File: config.mk
export PLATFORM = sky130hd
export DESIGN_NAME = add3_operand_seq
export DESIGN_NICKNAME = d
export VERILOG_FILES = /design/src/rtl/add3_pkg.sv /design/src/rtl/add3_lfsr.sv /design/src/rtl/add3_operand_seq.sv
export SDC_FILE = /design/constraint.sdc
export NUM_CORES = 1
export LEC_CHECK = 0
export CAP_MARGIN = 10
export CORE_UTILIZATION = 39
export CTS_CLUSTER_SIZE = 14
export DETAILED_ROUTE_END_ITERATION = 16
export REMOVE_ABC_BUFFERS = 1
export SLEW_MARGIN = 5
export SYNTH_ARGS = -nofsm -noshare
export SYNTH_HDL_FRONTEND = slang
export SYNTH_HIERARCHICAL = 1
export SYNTH_SLANG_ARGS = --single-unit
File: constraint.sdc
create_clock -name clk -period 5 [get_ports clk]
set_input_delay 0.75 -clock clk [delete_from_list [all_inputs] [get_ports clk]]
set_output_delay 0.75 -clock clk [all_outputs]
set_load 0.01 [all_outputs]
File: src/rtl/add3_pkg.sv
// Shared types and constants for the add3 operand sequencer.
// The LFSR tap table and total_beats() serve the optional LFSR build (SEQ_LFSR_EN).
package add3_pkg;

  typedef enum logic [1:0] {
    IDLE,
    RUN,
    DONE
  } seq_state_t;

  localparam int unsigned DEFAULT_WIDTH = 4;
  localparam int unsigned MAX_LFSR_BITS = 24;

  // Maximal-length Fibonacci tap masks for a 3*width-bit register.
  // Bit i set means register bit i feeds the XOR. A result of zero means no entry exists.
  function automatic logic [MAX_LFSR_BITS-1:0] lfsr_taps(input int unsigned width);
    case (width)
      1:       lfsr_taps = 24'h000006; // 3:  taps 3,2
      2:       lfsr_taps = 24'h000030; // 6:  taps 6,5
      3:       lfsr_taps = 24'h000110; // 9:  taps 9,5
      4:       lfsr_taps = 24'h000829; // 12: taps 12,6,4,1
      5:       lfsr_taps = 24'h006000; // 15: taps 15,14
      6:       lfsr_taps = 24'h020400; // 18: taps 18,11
      7:       lfsr_taps = 24'h140000; // 21: taps 21,19
      8:       lfsr_taps = 24'he10000; // 24: taps 24,23,22,17
      default: lfsr_taps = '0;
    endcase
  endfunction

  // Number of beats in one complete sweep. The LFSR never emits the all-zero triple.
  function automatic longint unsigned total_beats(input int unsigned width, input logic lfsr);
    longint unsigned full;
    full = 64'd1 << (3 * width);
    total_beats = lfsr ? (full - 64'd1) : full;
  endfunction

endpackage

File: src/rtl/add3_lfsr.sv
// Generic N-bit Fibonacci LFSR with synchronous seed load and step enable.
// The taps are supplied as a mask, and the register shifts toward the MSB.
module add3_lfsr #(
  parameter int unsigned N = 12
) (
  input  logic         clk,
  input  logic         rst,
  input  logic         load,
  input  logic         en,
  input  logic [N-1:0] seed,
  input  logic [N-1:0] taps,
  output logic [N-1:0] state
);

  logic [N-1:0] state_q, state_d;

  // A load takes priority over a step, and the feedback enters at bit 0.
  always_comb begin
    state_d = state_q;
    if (load) begin
      state_d = seed;
    end else if (en) begin
      state_d = {state_q[N-2:0], ^(state_q & taps)};
    end
  end

  // State register. It resets to a nonzero value so that the register can never lock up.
  always_ff @(posedge clk or negedge rst) begin
    if (!rst) begin
      state_q <= N'(1);
    end else begin
      state_q <= state_d;
    end
  end

  assign state = state_q;

endmodule

File: src/rtl/add3_operand_seq.sv
// Operand-triple sequencer for the add3 adder.
// The default build sweeps every (a,b,c) combination. a changes fastest, then b, then c.
// The optional macro SEQ_LFSR_EN adds lfsr_mode. With that port set, {c,b,a} comes from a maximal LFSR.
// All outputs are driven by registers, so no input reaches an output combinationally.
module add3_operand_seq
  import add3_pkg::*;
#(
  parameter int unsigned WIDTH = DEFAULT_WIDTH
) (
  input  logic               clk,
  input  logic               rst,
  input  logic               start,
  input  logic               abort,
  input  logic               out_ready,
`ifdef SEQ_LFSR_EN
  input  logic               lfsr_mode,
`endif
  output logic               out_valid,
  output logic [WIDTH-1:0]   a,
  output logic [WIDTH-1:0]   b,
  output logic [WIDTH-1:0]   c,
  output logic               busy,
  output logic               done,
  output logic [3*WIDTH:0]   beat_cnt
);

  localparam int unsigned N  = 3 * WIDTH;
  localparam int unsigned CW = N + 1;
  localparam logic [CW-1:0] LAST_EXH = CW'(total_beats(WIDTH, 1'b0) - 64'd1);

  seq_state_t        state_q, state_d;
  logic              valid_q, valid_d;
  logic [WIDTH-1:0]  a_q, a_d, b_q, b_d, c_q, c_d;
  logic [CW-1:0]     cnt_q, cnt_d;
  logic              mode_q, mode_d;
  logic              start_go, step_go;
  logic              lfsr_sel;
  logic              last_beat;

`ifdef SEQ_LFSR_EN
  localparam logic [MAX_LFSR_BITS-1:0] TAPS_ALL = lfsr_taps(WIDTH);
  localparam logic [N-1:0] TAPS = TAPS_ALL[N-1:0];
  localparam logic [CW-1:0] LAST_LFSR = CW'(total_beats(WIDTH, 1'b1) - 64'd1);

  if (TAPS_ALL == '0) begin : g_no_taps
    $error("add3_operand_seq: no LFSR tap entry for WIDTH=%0d", WIDTH);
  end

  logic [N-1:0] lfsr_state;

  add3_lfsr #(.N(N)) u_lfsr (
    .clk   (clk),
    .rst   (rst),
    .load  (start_go),
    .en    (step_go && mode_q),
    .seed  (N'(1)),
    .taps  (TAPS),
    .state (lfsr_state)
  );

  assign lfsr_sel  = lfsr_mode;
  assign last_beat = (cnt_q == (mode_q ? LAST_LFSR : LAST_EXH));
  // The mode flop picks which register set drives the operands. Reset clears it, so a/b/c read zero.
  assign {c, b, a} = mode_q ? lfsr_state : {c_q, b_q, a_q};
`else
  assign lfsr_sel  = 1'b0;
  assign last_beat = (cnt_q == LAST_EXH);
  assign {c, b, a} = {c_q, b_q, a_q};
`endif

  // Next state. Abort beats start and beats a same-cycle accept, which is then not counted.
  always_comb begin
    state_d           = state_q;
    valid_d           = valid_q;
    {c_d, b_d, a_d}   = {c_q, b_q, a_q};
    cnt_d             = cnt_q;
    mode_d            = mode_q;
    start_go          = 1'b0;
    step_go           = 1'b0;
    if (abort) begin
      state_d = IDLE;
      valid_d = 1'b0;
    end else begin
      case (state_q)
        IDLE, DONE: begin
          if (start) begin
            start_go        = 1'b1;
            state_d         = RUN;
            valid_d         = 1'b1;
            {c_d, b_d, a_d} = '0;
            cnt_d           = '0;
            mode_d          = lfsr_sel;
          end
        end
        RUN: begin
          if (valid_q && out_ready) begin
            cnt_d = cnt_q + CW'(1);
            if (last_beat) begin
              state_d = DONE;
              valid_d = 1'b0;
            end else begin
              step_go = 1'b1;
              // A single N-bit increment is the a->b->c carry chain.
              if (!mode_q) begin
                {c_d, b_d, a_d} = {c_q, b_q, a_q} + N'(1);
              end
            end
          end
        end
        default: begin
          state_d = IDLE;
          valid_d = 1'b0;
        end
      endcase
    end
  end

  // Sequencer registers.
  always_ff @(posedge clk or negedge rst) begin
    if (!rst) begin
      state_q <= IDLE;
      valid_q <= 1'b0;
      a_q     <= '0;
      b_q     <= '0;
      c_q     <= '0;
      cnt_q   <= '0;
      mode_q  <= 1'b0;
    end else begin
      state_q <= state_d;
      valid_q <= valid_d;
      a_q     <= a_d;
      b_q     <= b_d;
      c_q     <= c_d;
      cnt_q   <= cnt_d;
      mode_q  <= mode_d;
    end
  end

  assign out_valid = valid_q;
  assign busy      = (state_q == RUN);
  assign done      = (state_q == DONE);
  assign beat_cnt  = cnt_q;

endmodule
==> out/qor.yml <==
pwr:
  power.leakage_nw: 0.772
  ir_drop_mv: 0.104
  power_density_nw_per_um2: 235
  power.total_mw: 0.468
die:
  initial_utilization_pct: 41.7
  num_rows: 22
  dieHeight_um: 65.3
  pin_count: 33
  core_area_sq_um: 3740
  die_w_um: 65.3
  dieArea_sq_um: 4260
synthesis:
  yosysTopAreaCell: "dfrtp_1"
  synth_cell_types: 40
  async_flop_share_pct: 100
  synth_edf_count: 0
  avgSynthCellArea_sq_um: 9.40
  synth-seq-cells: 28
  yosysSeqAreaShare_pct: 44.9
  synthFlopType: "dfrtp_1"
  synthTopCellsByArea: "dfrtp_1 (45%), a31oi_1 (5.6%), nand3_1 (3.5%)"
  synthCells: 166
  synth.cell_area_sq_um: 1560
  synth_top_area_share_pct: 44.9
  yosys_warnings: 6
grt:
  grt_max_degree: 29
  globalRoute.totalOverflow: 0
  grt_pass1_wl_um: 6650
  grt_pass1_vias: 1340
  grt_antenna_before_repair: 0
  grt_usage_pct: 20.2
clock_tree:
  path_clk_slew_ns: 0.10
  clk_latency_ns: 0.28
  postCtsSetupRepairBufs: 0
  ctsLongestPathBuffers: 2
  cts_root_buffer: "clkbuf_8"
  cts_buffers: 3
  cts_resized: 0
  cts_htree_levels: 1
  ctsHoldBuffers: 0
  cts_tree: "built"
  cts.sinks: 28
cells_and_area:
  register_area_sq_um: 701
  multi_input_area_sq_um: 811
  layoutNonFillerInstCount: 244
  area_delta_synth_final_pct: 27.7
  layout.nets: 204
  finish.utilization_pct: 53.2
  fillers: 349
  antenna_cells: 0
  drive_above_1_share_pct: 6.63
min_path:
  min_path_type: "flip-flop to flip-flop"
sta:
  max_freq_mhz: 371
  setup_viol: 0
  period_minus_slack_ns: 2.70
  finClkSkew_ns: 0.00430
  setup_tns_ns: 0
  fin_crit_sh_pct: 53.9
  holdWs_ns: 0.521
  worst_pin_slew_ns: 1.10
  hold_viol: 0
  rsz0062_at_grt: "false"
  slew-limit-headroom_pct: 26.2
  slew_viol_final: 0
placed_design:
  dp_hpwl_um: 2640
  gp_congestion: 0.789
  io_buffer_count: 32
  placed_cells: 240
setup_path:
  worstPathMaxFanout: 19
  worstPathArrival_ns: 2.89
  path_class: "input port to flip-flop"
  slowest_stage: "nor3_2"
  max_stage_delay_ns: 0.98
  critPathLaunchType: "input port"
  cp.required_ns: 5.20
  critPathCaptureType: "flip-flop"
  crit_path_cell_trace: "clkdlybuf4s50_1, nor3_2, nand2_1, o31ai_1"
routing:
  drc: 0
  wire_per_inst_um: 15.7
  drt_iter0_drc: 64
  drtPass1Iterations: 4
  vias_per_cell: 5.94
  num_vias: 1450
  wirelength_um: 3830
  postRouteAntennaNets: 0
run_status:
  status: "finished clean"
flow_run:
  maxCapViolCount: 0
-- metal layers --
layer	wire (um)	up-vias	part of all wire, %	track usage (%)
li1	-	701	-	-
met1	1900	703	50	30.6
met2	1710	41	45	29.8
met3	168	5	4.4	2.08
met4	49	0	1.3	6.52
met5	0	-	0	0
-- final cells by class --
cell class,instances,share of cell area [%]
inverters,4,0.753
clock inverters,1,1.51
well taps,48,3.01
repair buffers,34,16.8
multi-input cells,126,40.7
flip-flops and latches,28,35.2
clock buffers,3,2.07
-- cell usage after synthesis (3+ instances only) --
master,number
nand2_1,11
inv_1,4
a31oi_1,14
nand4_1,6
dfrtp_1,28
buf_2,3
o31ai_1,6
clkbuf_1,5
nand3_1,11
nand4b_1,3
or4_1,3
or3_1,3
nor2_1,7
xnor2_1,4
a21oi_1,8
o21ai_0,10
nand2b_1,5
and3_1,6
-- layout by cell type, fill, tap and decap left out, drive strengths merged, types with 3 or more instances in the layout --
master / Yosys / routed
clkdlybuf4s50: 0 / 32
dfrtp: 28 / 28
a31oi: 14 / 14
nand3: 12 / 12
nand2: 11 / 11
o21ai: 10 / 10
a21oi: 8 / 8
nor2: 7 / 7
nand4: 6 / 6
and3: 6 / 6
o31ai: 6 / 6
nand2b: 5 / 5
inv: 4 / 4
xnor2: 4 / 4
nand4b: 3 / 3
or4: 3 / 3
or3: 3 / 3
clkbuf: 5 / 3
-- report_power, final --
part,internal (mW),switching [mW]
combinational,0.0201,0.0272
sequential,0.231,0.00731
clock,0.107,0.0751
-- kinds of logic (layout without fill, tap and decap cells) --
logic type | Yosys count | count (layout) | share of synthesized area (%)
and+or+nand+nor | 66 | 66 | 24.8
AOI/OAI and AO/OA | 53 | 53 | 22.6
DFF | 28 | 28 | 44.9
buffers and inverters | 12 | 42 | 3.13
xor gates and xnor gates | 4 | 4 | 2.25
adders and majority gates | 2 | 2 | 1.60
muxes | 1 | 1 | 0.722
-- through the flow --
stage | setup slack (ns) | cell area [sq um]
2_1_floorplan | 3.02 | 1530
5_1_grt | 2.04 | 1990
3_3_place_gp | 2.10 | 1920
4_1_cts | 2.33 | 1990
6_report | 2.30 | 1990
3_5_place_dp | 2.02 | 1920
-- state kept, by name, summed over array words and instances, names as in the netlist --
register and flops:
a 4, b 4, c 4, beat_cnt 13, state_q 2, out_valid 1
-- path summary, 6_finish.rpt --
kind	from	to	slack, ns	depth (start not counted)
setup / recovery	abort	b[1]	2.30	4
hold / removal	c[1]	c[1]	0.52	1
setup reg to reg	state_q[0]	b[1]	2.73	4
hold reg to reg	c[1]	c[1]	0.52	1
max in group asynchronous	rst	state_q[1]	3.90	2
min in group asynchronous	rst	beat_cnt[7]	0.83	2
-- critical path: cells and delay by family --
kind / cells / cell delay, ns
AO/OA/AOI/OAI: 1 / 0.28
buffers and inverters: 1 / 0.62
AND/OR/NAND/NOR: 2 / 1.25
Power figures use the tool's default switching activity.
